<file path="config.mk">
export PLATFORM = sky130hd
export DESIGN_NAME = ghr_unit_flat
export DESIGN_NICKNAME = d
export VERILOG_FILES = /design/src/rtl/ghr_unit_pkg.sv /design/src/rtl/ghr_unit_if.sv /design/src/rtl/ghr_unit.sv /design/src/flat_wrapper.sv
export SDC_FILE = /design/constraint.sdc
export NUM_CORES = 1
export LEC_CHECK = 0
export ABC_AREA = 1
export CORE_MARGIN = 2
export CORE_UTILIZATION = 37
export CTS_BUF_LIST = sky130_fd_sc_hd__clkbuf_16
export DETAILED_ROUTE_END_ITERATION = 8
export MAX_ROUTING_LAYER = met4
export PLACE_DENSITY = 0.8
export SYNTH_ARGS = -nofsm -noshare
export SYNTH_HDL_FRONTEND = slang
export SYNTH_SLANG_ARGS = --single-unit
</file>
<file path="constraint.sdc">
create_clock -name clock -period 2.3 [get_ports clock]
set_clock_uncertainty 0.05 [all_clocks]
set_input_delay 0.46 -clock clock [delete_from_list [all_inputs] [get_ports clock]]
set_output_delay 0.46 -clock clock [all_outputs]
set_load 0.005 [all_outputs]
</file>
<file path="src/rtl/ghr_unit_pkg.sv">
// Shared types for the speculative global-history manager and its outstanding branch queue.
package ghr_unit_pkg;

    localparam int unsigned BH_SIZE  = 10;
    localparam int unsigned OBQ_SIZE = 16;
    localparam int unsigned TAG_W    = $clog2(OBQ_SIZE) + 1;

    typedef struct packed {
        logic [BH_SIZE-1:0] branch_history;
    } obq_row_t;

    typedef enum logic {
        NORMAL  = 1'b0,
        RECOVER = 1'b1
    } ghr_state_t;

endpackage

</file>
<file path="src/rtl/ghr_unit_if.sv">
// Fetch / execute / OBQ-write-side signal bundle around ghr_unit.
interface ghr_unit_if;
    import ghr_unit_pkg::*;

    logic             br_valid;
    logic             br_taken;
    logic             br_ready;
    logic [TAG_W-1:0] br_tag;
    logic [BH_SIZE-1:0] ghr;
    logic             mispredict_en;
    logic [TAG_W-1:0] mispredict_tag;
    logic             retire_en;
    logic [TAG_W-1:0] obq_tail;
    logic             obq_bh_pred_valid;
    obq_row_t         obq_bh_pred;
    logic             obq_write_en;
    obq_row_t         obq_bh_row;
    logic             obq_clear_en;
    logic [TAG_W-1:0] obq_index;
    logic             obq_shift_en;
    logic [TAG_W-1:0] obq_shift_index;

    modport master (
        output br_valid, br_taken, mispredict_en, mispredict_tag, retire_en,
               obq_tail, obq_bh_pred_valid, obq_bh_pred,
        input  br_ready, br_tag, ghr, obq_write_en, obq_bh_row, obq_clear_en,
               obq_index, obq_shift_en, obq_shift_index
    );

    modport slave (
        input  br_valid, br_taken, mispredict_en, mispredict_tag, retire_en,
               obq_tail, obq_bh_pred_valid, obq_bh_pred,
        output br_ready, br_tag, ghr, obq_write_en, obq_bh_row, obq_clear_en,
               obq_index, obq_shift_en, obq_shift_index
    );

endinterface

</file>
<file path="src/rtl/ghr_unit.sv">
// Speculative GHR: shifts predictions in, pushes history rows to the OBQ,
// truncates the OBQ on mispredict and reloads the GHR from the corrected row.
module ghr_unit #(
    parameter int unsigned BH_SIZE  = ghr_unit_pkg::BH_SIZE,
    parameter int unsigned OBQ_SIZE = ghr_unit_pkg::OBQ_SIZE
) (
    input  logic       clock,
    input  logic       reset,
    ghr_unit_if.slave  bus
);
    import ghr_unit_pkg::*;

    localparam int unsigned TAG_W = $clog2(OBQ_SIZE) + 1;

    ghr_state_t         state_q, state_d;
    logic [BH_SIZE-1:0] ghr_q, ghr_d;
    logic [BH_SIZE-1:0] ghr_push;
    logic [TAG_W-1:0]   eff_tail;
    logic               mispredict_take;
    logic               br_ready_c;
    logic               write_c;

    // A same-cycle retire frees the head slot before the push lands.
    always_comb begin
        eff_tail        = bus.obq_tail - TAG_W'(bus.retire_en);
        mispredict_take = bus.mispredict_en && (state_q == NORMAL)
                          && (bus.mispredict_tag < bus.obq_tail);
        br_ready_c      = reset && (state_q == NORMAL) && !mispredict_take
                          && (eff_tail < TAG_W'(OBQ_SIZE));
        write_c         = bus.br_valid && br_ready_c;
        ghr_push        = {bus.br_taken, ghr_q[BH_SIZE-1:1]};
    end

    always_comb begin
        state_d = state_q;
        ghr_d   = ghr_q;
        case (state_q)
            NORMAL: begin
                if (mispredict_take) state_d = RECOVER;
                if (write_c)         ghr_d   = ghr_push;
            end
            RECOVER: begin
                // OBQ youngest row already carries the flipped direction.
                state_d = NORMAL;
                if (bus.obq_bh_pred_valid) ghr_d = bus.obq_bh_pred.branch_history;
            end
            default: state_d = NORMAL;
        endcase
    end

    always_ff @(posedge clock or negedge reset) begin
        if (!reset) begin
            state_q <= NORMAL;
            ghr_q   <= '0;
        end else begin
            state_q <= state_d;
            ghr_q   <= ghr_d;
        end
    end

    assign bus.br_ready                  = br_ready_c;
    assign bus.br_tag                    = eff_tail;
    assign bus.ghr                       = ghr_q;
    assign bus.obq_write_en              = write_c;
    assign bus.obq_bh_row.branch_history = ghr_push;
    assign bus.obq_clear_en              = reset && mispredict_take;
    assign bus.obq_index                 = (reset && mispredict_take)
                                           ? bus.mispredict_tag + TAG_W'(1) : '0;
    assign bus.obq_shift_en              = reset && bus.retire_en;
    assign bus.obq_shift_index           = '0;

    // Protocol guards: never retire from an empty OBQ, never clear to an empty OBQ then shift.
    assert property (@(posedge clock) disable iff (!reset)
        !(bus.retire_en && (bus.obq_tail == '0)));
    assert property (@(posedge clock) disable iff (!reset)
        !(bus.retire_en && mispredict_take && (bus.mispredict_tag == '0)));

endmodule
</file>
<file path="src/flat_wrapper.sv">
// flat-port wrapper written by rule: the top's interface ports become plain ports
module ghr_unit_flat import ghr_unit_pkg::*;
#(
    parameter int unsigned BH_SIZE  = ghr_unit_pkg::BH_SIZE,
    parameter int unsigned OBQ_SIZE = ghr_unit_pkg::OBQ_SIZE
)
  (clock, reset, bus_br_valid, bus_br_taken, bus_mispredict_en, bus_mispredict_tag, bus_retire_en, bus_obq_tail, bus_obq_bh_pred_valid, bus_obq_bh_pred, bus_br_ready, bus_br_tag, bus_ghr, bus_obq_write_en, bus_obq_bh_row, bus_obq_clear_en, bus_obq_index, bus_obq_shift_en, bus_obq_shift_index);
  ghr_unit_if bus_i ();
  input  logic clock;
  input  logic reset;
  input wire logic [$bits(bus_i.br_valid)-1:0] bus_br_valid;
  input wire logic [$bits(bus_i.br_taken)-1:0] bus_br_taken;
  input wire logic [$bits(bus_i.mispredict_en)-1:0] bus_mispredict_en;
  input wire logic [$bits(bus_i.mispredict_tag)-1:0] bus_mispredict_tag;
  input wire logic [$bits(bus_i.retire_en)-1:0] bus_retire_en;
  input wire logic [$bits(bus_i.obq_tail)-1:0] bus_obq_tail;
  input wire logic [$bits(bus_i.obq_bh_pred_valid)-1:0] bus_obq_bh_pred_valid;
  input wire logic [$bits(bus_i.obq_bh_pred)-1:0] bus_obq_bh_pred;
  output wire logic [$bits(bus_i.br_ready)-1:0] bus_br_ready;
  output wire logic [$bits(bus_i.br_tag)-1:0] bus_br_tag;
  output wire logic [$bits(bus_i.ghr)-1:0] bus_ghr;
  output wire logic [$bits(bus_i.obq_write_en)-1:0] bus_obq_write_en;
  output wire logic [$bits(bus_i.obq_bh_row)-1:0] bus_obq_bh_row;
  output wire logic [$bits(bus_i.obq_clear_en)-1:0] bus_obq_clear_en;
  output wire logic [$bits(bus_i.obq_index)-1:0] bus_obq_index;
  output wire logic [$bits(bus_i.obq_shift_en)-1:0] bus_obq_shift_en;
  output wire logic [$bits(bus_i.obq_shift_index)-1:0] bus_obq_shift_index;
  assign bus_i.br_valid = bus_br_valid;
  assign bus_i.br_taken = bus_br_taken;
  assign bus_i.mispredict_en = bus_mispredict_en;
  assign bus_i.mispredict_tag = bus_mispredict_tag;
  assign bus_i.retire_en = bus_retire_en;
  assign bus_i.obq_tail = bus_obq_tail;
  assign bus_i.obq_bh_pred_valid = bus_obq_bh_pred_valid;
  assign bus_i.obq_bh_pred = bus_obq_bh_pred;
  assign bus_br_ready = bus_i.br_ready;
  assign bus_br_tag = bus_i.br_tag;
  assign bus_ghr = bus_i.ghr;
  assign bus_obq_write_en = bus_i.obq_write_en;
  assign bus_obq_bh_row = bus_i.obq_bh_row;
  assign bus_obq_clear_en = bus_i.obq_clear_en;
  assign bus_obq_index = bus_i.obq_index;
  assign bus_obq_shift_en = bus_i.obq_shift_en;
  assign bus_obq_shift_index = bus_i.obq_shift_index;
  ghr_unit #(.BH_SIZE(BH_SIZE), .OBQ_SIZE(OBQ_SIZE)) u_core (.clock(clock), .reset(reset), .bus(bus_i));
endmodule
</file>
==> metrics.log, run 1 <==
INFO  metric cts_inserted_buffers = 3
INFO  metric diodes = 0
INFO  metric hold_viol = 0
INFO  metric worst_ep_arrival_time = about 1.7 ns
INFO  metric synth_enable_flop_cells = 0
INFO  metric p_per_area = between 600 and 700 nW/um^2
INFO  metric final.fill_count = ~230
INFO  metric grt_antenna_before_repair = 0
INFO  metric global_route.usage.total = 0.200
INFO  metric async_flop_share = 1.00
INFO  metric total_congestion_overflow_after_global_routing = 0
INFO  metric multi_input_area = 668 sq um
INFO  metric maxCapViolCount = 0
INFO  metric met2_usage = 0.302
INFO  metric static-leakage-power = just over 1 nW
INFO  metric final-seq-area = ~280 sq um
INFO  metric netlist-cell-type-count = 20
INFO  metric design_power_total = 1.27 mW
INFO  metric vias_per_cell = ~4.5
INFO  metric dieArea = 3370 sq um
INFO  metric timing.final.crit_share = 0.968
INFO  metric finalNetCount = around 260
INFO  metric busiest_layer = met2
INFO  metric core_area = 2760 sq um
INFO  metric status = completed
INFO  metric cp_startpoint_kind = input pin
INFO  metric rsz0062_at_grt = no
INFO  metric postLayoutCoreUtil = 0.669
INFO  metric chipWidth = 58.0 microns
INFO  metric mappedNetlistArea = 1080 sq um
INFO  metric worst_slew_margin_rel = 0.600
INFO  metric holdCritPathClass = input pin to asynchronous set/reset pin
INFO  metric detailedRoute.firstPassIterationCount = 4
INFO  metric synth_seq_area_share = 0.255
INFO  metric final_routed_wirelength = around 3000 microns
INFO  metric num_io_pins = between 60 and 70
INFO  metric root_buffer_selected_by_cts = sky130_fd_sc_hd__clkbuf_16
INFO  metric clk_pin_slew = ~0.04 ns
INFO  metric worst_pin_slew = between 0.5 and 0.6 ns
INFO  metric worstSetupEndpointType = primary output
INFO  metric clkLatencyLatePin = about 0.24 ns
INFO  metric layout.cell_area.non_filler = roughly 1800 sq um
INFO  metric final_period_minus_worst_setup_slack = 2.23 ns
INFO  metric cts_hold_buf = 0
INFO  metric place.detailed.hpwl = about 2100 microns
INFO  metric cts.sink_count = 11
INFO  metric reg2reg_setup_slack = around 0.61 ns
INFO  metric initial_core_util = 0.392
INFO  metric gp_congestion = 0.804
INFO  metric setup_violations = 0
INFO  metric pin_count_of_the_biggest_net_entering_global_routing = 12
INFO  metric area_delta_synth_final = 70.9%
INFO  metric first_global_vias = ~1,100
INFO  metric synth.ff_latch_count = 11
INFO  metric maxClockFrequency = around 450 MHz
INFO  metric final.setup.worst_slack = 0.0738 ns
INFO  metric clock_tree_from_tritoncts = yes
INFO  metric ant_nets = 0
INFO  metric drtIter0Drc = 17
INFO  metric synth_ff_type = sky130_fd_sc_hd__dfrtp_1
INFO  metric syn_inst = about 160
INFO  metric postSynthAreaPerCell = 6.88 sq um
INFO  metric globalRouteMet1Util = 0.256
INFO  metric pre_cts_ws = -0.699 ns
INFO  metric ys_warn_count = 0
INFO  metric clk_path_buf_depth = 2
INFO  metric first_pass_grt_wire_length = approximately 5000 microns
INFO  metric number_of_rows_in_the_core_area = 19
INFO  metric worst-setup-path-type = input pin to primary output
INFO  metric dpl-instance-area = around 1700 sq um
INFO  metric htree_num_levels = 1
INFO  metric report.final.slew_viol_count = 0
INFO  metric ir_drop = 0.000699 V
INFO  metric critical_path_required = approximately 1.8 ns
INFO  metric layout_cell_share_with_drive_strength_beyond_1 = 0.311
INFO  metric detail_route.wl_per_cell = 11.3 microns
INFO  metric io_buffers = 60
INFO  metric detailroute.via_count = around 1,200
INFO  metric die_height = ~58 microns
INFO  metric detail_route.drc_violations = 0
INFO  metric grt_use_met3 = 0.0491
INFO  metric largest_driver_fanout_on_the_critical_path = 3
path summary, 6_finish.rpt:
| path | start | to | cells past startpoint |
|---|---|---|---|
| worst max register to register | u_core.state_q$_DFF_PN0_ | u_core.bus.ghr[2]$_DFFE_PN0P_ | 11 |
| worst min-delay path | reset | u_core.state_q$_DFF_PN0_ | 2 |
| max in group asynchronous | reset | u_core.bus.ghr[9]$_DFFE_PN0P_ | 2 |
| min in group clock | u_core.bus.ghr[0]$_DFFE_PN0P_ | u_core.bus.ghr[0]$_DFFE_PN0P_ | 2 |
| worst max-delay path | bus_retire_en | bus_br_tag[2] | 7 |
| worst min register to register | u_core.bus.ghr[0]$_DFFE_PN0P_ | u_core.bus.ghr[0]$_DFFE_PN0P_ | 2 |
cell usage in the layout (no fill, tap or decap), types with 5 or more instances in the layout:
cell type / netlist / routed
sky130_fd_sc_hd__clkbuf_2: 0 / 7
sky130_fd_sc_hd__nand3_2: 10 / 11
sky130_fd_sc_hd__buf_2: 0 / 6
sky130_fd_sc_hd__dlygate4sd2_1: 0 / 5
sky130_fd_sc_hd__inv_2: 1 / 8
sky130_fd_sc_hd__nand2_1: 67 / 66
sky130_fd_sc_hd__dfrtp_1: 11 / 11
sky130_fd_sc_hd__inv_1: 19 / 13
sky130_fd_sc_hd__conb_1: 1 / 5
sky130_fd_sc_hd__buf_4: 15 / 20
sky130_fd_sc_hd__clkdlybuf4s50_1: 0 / 37
worst max-delay path, cell delays in order:
cell                            delay [ns]
sky130_fd_sc_hd__dlygate4sd2_1        0.27
sky130_fd_sc_hd__ha_4                 0.18
sky130_fd_sc_hd__ha_4                 0.16
sky130_fd_sc_hd__buf_4                0.12
sky130_fd_sc_hd__buf_4                0.12
sky130_fd_sc_hd__xor2_1               0.14
sky130_fd_sc_hd__dlygate4sd2_1        0.26
per-stage QoR:
step / setup TNS, ns / hold WS, ns / instances
after floorplan: 0 / 0.114 / 161
after global placement: -7.38 / 0.447 / 250
after detailed placement: -8.06 / 0.476 / 250
after CTS: 0 / 0.490 / 256
after global routing: 0 / 0.218 / 259
final: 0 / 0.204 / 259
where the power goes:
part	internal (mW)	total (mW)	leakage [nW]	switching [mW]
logic	0.383	0.608	0.842	0.225
registers	0.265	0.345	0.143	0.0800
clock network	0.228	0.315	0.0423	0.0870
total	0.876	1.27	1.03	0.392
area by class of cell:
type,instances,share of cell area
clock buffer,3,0.0407
clock inverter,1,0.00203
inverter,20,0.0407
multi-input combinational,111,0.362
sequential,11,0.149
tap,31,0.0210
timing repair buffer,82,0.384
logic make-up after synthesis:
logic type	share of synthesized area
other	0.00347
buffers and inverters	0.202
flip-flops	0.255
XOR/XNOR	0.0324
adder cells (fa/ha/maj)	0.0811
AND/OR/NAND/NOR	0.426
Yosys cell counts, types with 2 or more instances:
library cell | n | share of area
sky130_fd_sc_hd__nand2_1 | 67 | 0.23
sky130_fd_sc_hd__inv_1 | 19 | 0.066
sky130_fd_sc_hd__buf_4 | 15 | 0.10
sky130_fd_sc_hd__dfrtp_1 | 11 | 0.25
sky130_fd_sc_hd__nand3_2 | 10 | 0.093
sky130_fd_sc_hd__ha_1 | 7 | 0.081
sky130_fd_sc_hd__nor2_1 | 7 | 0.024
sky130_fd_sc_hd__nand3_1 | 5 | 0.023
sky130_fd_sc_hd__xor2_1 | 4 | 0.032
sky130_fd_sc_hd__buf_6 | 2 | 0.021
registers in the layout, indices dropped and copies added (netlist names):
signal	count
u_core.bus.ghr	10
u_core.state_q	1
repair_timing:
action | 4_1_cts | 5_1_grt
gates resized for setup | 55 | 24
pin swaps | 11 | 14
setup endpoints to repair | 13 | 10
buffers inserted | 2 | 3
per-layer routing:
metal	wire, microns	vias up
li1	-	601
met1	1260	507
met2	1430	48
met3	193	6
met4	57	0
met5	0	-
(Power assumes the default switching activity.)
==> run 2, diff against run 1 <==
CORE_UTILIZATION = 38   (was 37)
CTS_BUF_LIST = sky130_fd_sc_hd__clkbuf_8   (was sky130_fd_sc_hd__clkbuf_16)
PLACE_DENSITY = 0.82   (was 0.8)
==> metrics.log, run 2 (synthesis gave the netlist of run 1 again) <==
INFO  metric holdCritPathClass = input pin to asynchronous set/reset pin
INFO  metric die_height = 57.3 microns (-1.2%)
INFO  metric io_buffers = 60 (unchanged)
INFO  metric clk_path_buf_depth = 2 (unchanged)
INFO  metric root_buffer_selected_by_cts = sky130_fd_sc_hd__clkbuf_8
INFO  metric first_pass_grt_wire_length = 5060 microns (+2.1%)
INFO  metric core_area = 2730 sq um (-0.86%)
INFO  metric power.share.sequential = 0.300 (+0.028)
INFO  metric final.fill_count = 247 (+5.6%)
INFO  metric layout_cell_share_with_drive_strength_beyond_1 = 0.272 (-0.0391)
INFO  metric dieArea = 3280 sq um (-2.4%)
INFO  metric number_of_rows_in_the_core_area = 19 (unchanged)
INFO  metric finalNetCount = 259 (-1.5%)
INFO  metric ant_nets = 0 (unchanged)
INFO  metric clock_tree_from_tritoncts = yes
INFO  metric largest_driver_fanout_on_the_critical_path = 6 (+3)
INFO  metric pin_count_of_the_biggest_net_entering_global_routing = 12 (unchanged)
INFO  metric vias_per_cell = 4.64 (+3.4%)
INFO  metric initial_core_util = 0.395 (+0.00340)
INFO  metric timing.final.crit_share = 0.984 (+0.0159)
INFO  metric postLayoutCoreUtil = 0.658 (-0.0111)
INFO  metric total_congestion_overflow_after_global_routing = 0 (unchanged)
INFO  metric cts.sink_count = 11 (unchanged)
INFO  metric maxClockFrequency = 442 MHz (-1.6%)
INFO  metric pwr-share-comb = 0.529 (+0.049)
INFO  metric maxCapViolCount = 0 (unchanged)
INFO  metric fin_hold_ws = 0.347 ns (+0.143 ns)
INFO  metric clk_pin_slew = 0.05 ns (about the same)
INFO  metric clkLatencyLatePin = 0.24 ns (about the same)
INFO  metric detail_route.drc_violations = 0 (unchanged)
INFO  metric status = completed
INFO  metric grt_antenna_before_repair = 0 (unchanged)
INFO  metric layout_commonest_cell = sky130_fd_sc_hd__nand2_1
INFO  metric hold_viol = 0 (unchanged)
INFO  metric gp_congestion = 0.813 (+1.1%)
INFO  metric design_power_total = 1.15 mW (-8.9%)
INFO  metric dpl-instance-area = 1720 sq um (unchanged)
INFO  metric worst_ep_arrival_time = 1.75 ns (+0.03 ns)
INFO  metric critical_path_required = 1.79 ns (about the same)
INFO  metric setup_violations = 0 (unchanged)
INFO  metric worstSetupEndpointType = primary output
INFO  metric ir_drop = 0.000593 V (-15%)
INFO  metric detailroute.via_count = 1,183 (+1.8%)
INFO  metric area_delta_synth_final = 66.6%
INFO  metric p_per_area = 642 nW/um^2 (-6.6%)
INFO  metric worst_pin_slew = 0.598 ns (+0.000261 ns)
INFO  metric global_route.usage.total = 0.205 (+0.00563)
INFO  metric diodes = 0 (unchanged)
INFO  metric largest_register_ff_count = 10 (unchanged)
INFO  metric first_global_vias = 1,102 (-3.0%)
INFO  metric cts_hold_buf = 0 (unchanged)
INFO  metric worst-setup-path-type = input pin to primary output
INFO  metric cts_inserted_buffers = 3 (unchanged)
INFO  metric layout.cell_area.non_filler = 1800 sq um (-2.5%)
INFO  metric drtIter0Drc = 25 (+8)
INFO  metric p_int = 0.763 mW (-13%)
INFO  metric detailedRoute.firstPassIterationCount = 4 (unchanged)
INFO  metric power.switching_fraction = 0.339 (+0.0297)
INFO  metric place.detailed.hpwl = 2210 microns (+4.3%)
INFO  metric report.final.slew_viol_count = 0 (unchanged)
INFO  metric cp_startpoint_kind = input pin
INFO  metric final_routed_wirelength = 3050 microns (+3.9%)
INFO  metric htree_num_levels = 1 (unchanged)
INFO  metric final_period_minus_worst_setup_slack = 2.26 ns (+0.0365 ns)
INFO  metric chipWidth = 57.3 microns (-1.2%)
INFO  metric num_io_pins = 66 (unchanged)
INFO  metric worst_slew_margin_rel = 0.600 (about the same)
INFO  metric pwr-share-clk = 0.171 (-0.078)
INFO  metric switch_pwr = 0.391 mW (-0.20%)
INFO  metric detail_route.wl_per_cell = 12.0 microns (+5.5%)
INFO  metric most_used_cells_in_the_layout_excluding_fill_and_tap_cells = sky130_fd_sc_hd__nand2_1, sky130_fd_sc_hd__clkdlybuf4s50_1, sky130_fd_sc_hd__buf_4, sky130_fd_sc_hd__inv_1, sky130_fd_sc_hd__dlygate4sd2_1
INFO  metric static-leakage-power = 0.986 nW (-4.1%)
-- run 2: cell types whose count changed in the layout (fill, tap and decap cells not counted), moves of 2 or more --
cell | previous run | this run
sky130_fd_sc_hd__clkbuf_2 | 7 | 0
sky130_fd_sc_hd__dlygate4sd2_1 | 5 | 12
sky130_fd_sc_hd__buf_4 | 20 | 17
sky130_fd_sc_hd__clkbuf_16 | 3 | 0
sky130_fd_sc_hd__clkbuf_8 | 0 | 3
sky130_fd_sc_hd__dlymetal6s2s_1 | 3 | 1
-- run 2: cell type report --
cell class,instances,area (sq um),area share
inverters,20,75.1,0.0417
flip-flops and latches,11,275,0.153
clock inverters,1,3.75,0.00209
clock buffers,3,41.3,0.0229
multi-input cells,111,672,0.373
well taps,31,38.8,0.0216
repair buffers,78,693,0.385
-- run 2: critical path, stage by stage --
cell and delay, ns:
sky130_fd_sc_hd__clkdlybuf4s15_1 0.26, sky130_fd_sc_hd__ha_4 0.28, sky130_fd_sc_hd__nand2_1 0.06, sky130_fd_sc_hd__inv_1 0.06, sky130_fd_sc_hd__nor2_2 0.13, sky130_fd_sc_hd__nand3_2 0.11
sky130_fd_sc_hd__inv_2 0.08, sky130_fd_sc_hd__nand2_4 0.07, sky130_fd_sc_hd__inv_2 0.05, sky130_fd_sc_hd__clkdlybuf4s15_2 0.19
-- run 2: routing by layer --
metal	wire length, microns	up-vias	track usage
met4	76	0	0.0698
met3	208	9	0.0363
met2	1510	54	0.325
li1	-	590	-
met1	1260	530	0.266
met5	0	-	-
-- run 2: power by group through the flow --
stage,combinational (mW),sequential (mW),clock [mW]
floorplan,0.292,0.343,0
global placement,0.590,0.346,0
detailed placement,0.603,0.350,0
CTS,0.614,0.348,0.196
global route,0.674,0.360,0.208
finish,0.611,0.346,0.197
-- run 2: final timing paths --
check	endpoint	cells past startpoint	slack, ns	start
max	bus_obq_clear_en	10	0.04	bus_mispredict_tag[4]
min	u_core.bus.ghr[0]$_DFFE_PN0P_	2	0.35	reset
max reg2reg	u_core.bus.ghr[4]$_DFFE_PN0P_	10	0.65	u_core.state_q$_DFF_PN0_
min reg2reg	u_core.bus.ghr[0]$_DFFE_PN0P_	2	0.47	u_core.bus.ghr[0]$_DFFE_PN0P_
max in group asynchronous	u_core.bus.ghr[9]$_DFFE_PN0P_	2	1.68	reset
min in group clock	u_core.bus.ghr[0]$_DFFE_PN0P_	2	0.47	u_core.bus.ghr[0]$_DFFE_PN0P_
-- run 2: metrics by stage --
stage | setup slack (ns) | TNS, ns | std cells
finish | 0.0373 | 0 | 255
global route | -0.0528 | -0.276 | 255
CTS | 0.0747 | 0 | 255
detailed placement | -0.691 | -8.09 | 250
global placement | -0.646 | -7.30 | 250
floorplan | 0.311 | 0 | 161
-- run 2: what timing repair did --
action | in CTS | in global routing
setup buffers | 1 | 0
pin swaps | 13 | 1
gates resized for setup | 63 | 3
endpoints found under the setup margin | 13 | 2
endpoints found under the hold margin | 0 | 0
==> run 3, diff against run 2 <==
MAX_ROUTING_LAYER = not set   (was met4)
==> metrics.log, run 3 (synthesis gave the netlist of run 1 again) <==
INFO  metric status = completed
INFO  metric worst_ep_arrival_time = 1.76 ns (about the same)
INFO  metric critical_path_required = 1.79 ns (about the same)
INFO  metric globalRouteMet1Util = 0.260 (-0.00565)
INFO  metric p_per_area = 641 nW/um^2 (about the same)
INFO  metric largest_driver_fanout_on_the_critical_path = 6 (unchanged)
INFO  metric clkLatencyLatePin = 0.24 ns (about the same)
INFO  metric ir_drop = 0.000594 V (+0.27%)
INFO  metric critical_path.reg2reg.startpoint = u_core.state_q$_DFF_PN0_
INFO  metric worstSetupEndpointType = primary output
INFO  metric number_of_rows_in_the_core_area = 19 (unchanged)
INFO  metric gp_congestion = 0.801 (-1.4%)
INFO  metric grt_antenna_before_repair = 0 (unchanged)
INFO  metric ant_nets = 0 (unchanged)
INFO  metric cp_startpoint_kind = input pin
INFO  metric layout_commonest_cell = sky130_fd_sc_hd__nand2_1
INFO  metric final_period_minus_worst_setup_slack = 2.27 ns (+0.00947 ns)
INFO  metric critPathLaunch = bus_mispredict_tag[4]
INFO  metric busiest_layer = met2
INFO  metric final_routed_wirelength = 3080 microns (+1.1%)
INFO  metric layout.cell_area.non_filler = 1800 sq um (unchanged)
INFO  metric global_route.usage.total = 0.199 (-0.00657)
INFO  metric clock_tree_from_tritoncts = yes
INFO  metric first_pass_grt_wire_length = 5060 microns (-0.14%)
INFO  metric multi_input_area = 672 sq um (unchanged)
INFO  metric drtIter0Drc = 22 (-12%)
INFO  metric chipWidth = 57.3 microns (unchanged)
INFO  metric area_delta_synth_final = 66.6% (unchanged)
INFO  metric timing.final.crit_share = 0.988 (+0.00412)
INFO  metric num_io_pins = 66 (unchanged)
INFO  metric most_used_cells_in_the_layout_excluding_fill_and_tap_cells = sky130_fd_sc_hd__nand2_1, sky130_fd_sc_hd__clkdlybuf4s50_1, sky130_fd_sc_hd__buf_4, sky130_fd_sc_hd__inv_1, sky130_fd_sc_hd__dlygate4sd2_1
INFO  metric largest_register_ff_count = 10 (unchanged)
INFO  metric first_global_vias = 1,105 (+0.27%)
INFO  metric report.final.slew_viol_count = 0 (unchanged)
INFO  metric static-leakage-power = 0.986 nW (unchanged)
INFO  metric most_common_cell_on_crit_path = sky130_fd_sc_hd__inv_2
INFO  metric setup_violations = 0 (unchanged)
INFO  metric slowest_stage = sky130_fd_sc_hd__ha_4
INFO  metric clk_path_buf_depth = 2 (unchanged)
INFO  metric final.setup.worst_slack = 0.0278 ns (-0.00947 ns)
INFO  metric core_area = 2730 sq um (unchanged)
INFO  metric worst_pin_slew = 0.601 ns (+0.00242 ns)
INFO  metric detailroute.via_count = 1,167 (-1.4%)
INFO  metric hold_viol = 0 (unchanged)
INFO  metric holdCritPathClass = input pin to asynchronous set/reset pin
INFO  metric detailedRoute.firstPassIterationCount = 4 (unchanged)
INFO  metric detail_route.wl_per_cell = 12.1 microns (+1.1%)
INFO  metric pre_cts_ws = -0.691 ns (unchanged)
INFO  metric vias_per_cell = 4.58 (-1.4%)
INFO  metric design_power_total = 1.15 mW (about the same)
INFO  metric layout_cell_share_with_drive_strength_beyond_1 = 0.272 (unchanged)
INFO  metric dpl-instance-area = 1720 sq um (unchanged)
INFO  metric diodes = 0 (unchanged)
INFO  metric dieArea = 3280 sq um (unchanged)
INFO  metric io_buffers = 60 (unchanged)
INFO  metric place.detailed.hpwl = 2210 microns (unchanged)
INFO  metric grt_use_met3 = 0.0408 (+0.00454)
INFO  metric detail_route.drc_violations = 0 (unchanged)
INFO  metric final-seq-area = 275 sq um (unchanged)
INFO  metric htree_num_levels = 1 (unchanged)
INFO  metric worst_slew_margin_rel = 0.598 (-0.00162)
INFO  metric total_congestion_overflow_after_global_routing = 0 (unchanged)
INFO  metric cts.sink_count = 11 (unchanged)
INFO  metric root_buffer_selected_by_cts = sky130_fd_sc_hd__clkbuf_8
INFO  metric maxClockFrequency = 440 MHz (-0.42%)
INFO  metric final.fill_count = 247 (unchanged)
INFO  metric maxCapViolCount = 0 (unchanged)
INFO  metric cts_hold_buf = 0 (unchanged)
INFO  metric timing.critical_path.cells = clkdlybuf4s15_1 > ha_4 > nand2_1 > inv_1 > nor2_2 > nand3_2 > inv_2 > nand2_4 > inv_2 > clkdlybuf4s15_2
INFO  metric pin_count_of_the_biggest_net_entering_global_routing = 12 (unchanged)
INFO  metric die_height = 57.3 microns (unchanged)
INFO  metric clk_pin_slew = 0.05 ns (about the same)
INFO  metric cts_inserted_buffers = 3 (unchanged)
INFO  metric met2_usage = 0.327 (+0.00164)
INFO  metric worst-setup-path-type = input pin to primary output
INFO  metric postLayoutCoreUtil = 0.658 (unchanged)
INFO  metric finalNetCount = 259 (unchanged)
INFO  metric initial_core_util = 0.395 (unchanged)
INFO  metric worst_path_largest_cell_delay = 0.28 ns (about the same)
run 3: cell counts in the layout (fill, tap and decap cells not counted):
Identical to the previous run, type by type.
run 3: path summary, 6_finish.rpt:
kind	slack [ns]	cells past startpoint	endpoint
max	0.03	10	bus_obq_clear_en
min	0.36	2	u_core.bus.ghr[0]$_DFFE_PN0P_
max reg2reg	0.66	10	u_core.bus.ghr[4]$_DFFE_PN0P_
min reg2reg	0.46	2	u_core.bus.ghr[0]$_DFFE_PN0P_
max in group asynchronous	1.67	2	u_core.bus.ghr[9]$_DFFE_PN0P_
min in group clock	0.46	2	u_core.bus.ghr[0]$_DFFE_PN0P_
run 3: worst max-delay path, delay by kind of cell:
family / cells / cell delay, ns
fa+ha+maj: 1 / 0.28
simple gates: 4 / 0.39
buf+inv: 5 / 0.63
run 3: layout make-up:
| class | count | area share |
|---|---|---|
| Timing Repair Buffer | 78 | 0.385 |
| Multi-Input combinational cell | 111 | 0.373 |
| Inverter | 20 | 0.0417 |
| Clock buffer | 3 | 0.0229 |
| Tap cell | 31 | 0.0216 |
| Clock inverter | 1 | 0.00209 |
| Sequential cell | 11 | 0.153 |
run 3: metal layers:
layer  vias up  share of wire  wire length, microns
met5         -              0                     0
met3         9          0.057                   177
li1        589              -                     -
met4         0          0.023                    72
met1       527           0.42                  1300
met2        42           0.50                  1540
run 3: power breakdown:
part | switching, mW | internal, mW
clock network | 0.0800 | 0.118
registers | 0.0823 | 0.264
logic | 0.229 | 0.382
run 3: repair_timing:
| item | 4_1_cts | 5_1_grt |
|---|---|---|
| buffers inserted | 1 | 0 |
| gates resized for setup | 63 | 3 |
| setup endpoints to repair | 13 | 2 |
| pin swaps | 13 | 1 |
run 3: through the flow:
step	hold slack, ns	setup TNS (ns)	instances
4_1_cts	0.356	0	255
6_report	0.356	0	255
5_1_grt	0.387	-0.276	255
2_1_floorplan	0.114	0	161
3_5_place_dp	0.456	-8.09	250
3_3_place_gp	0.449	-7.30	250
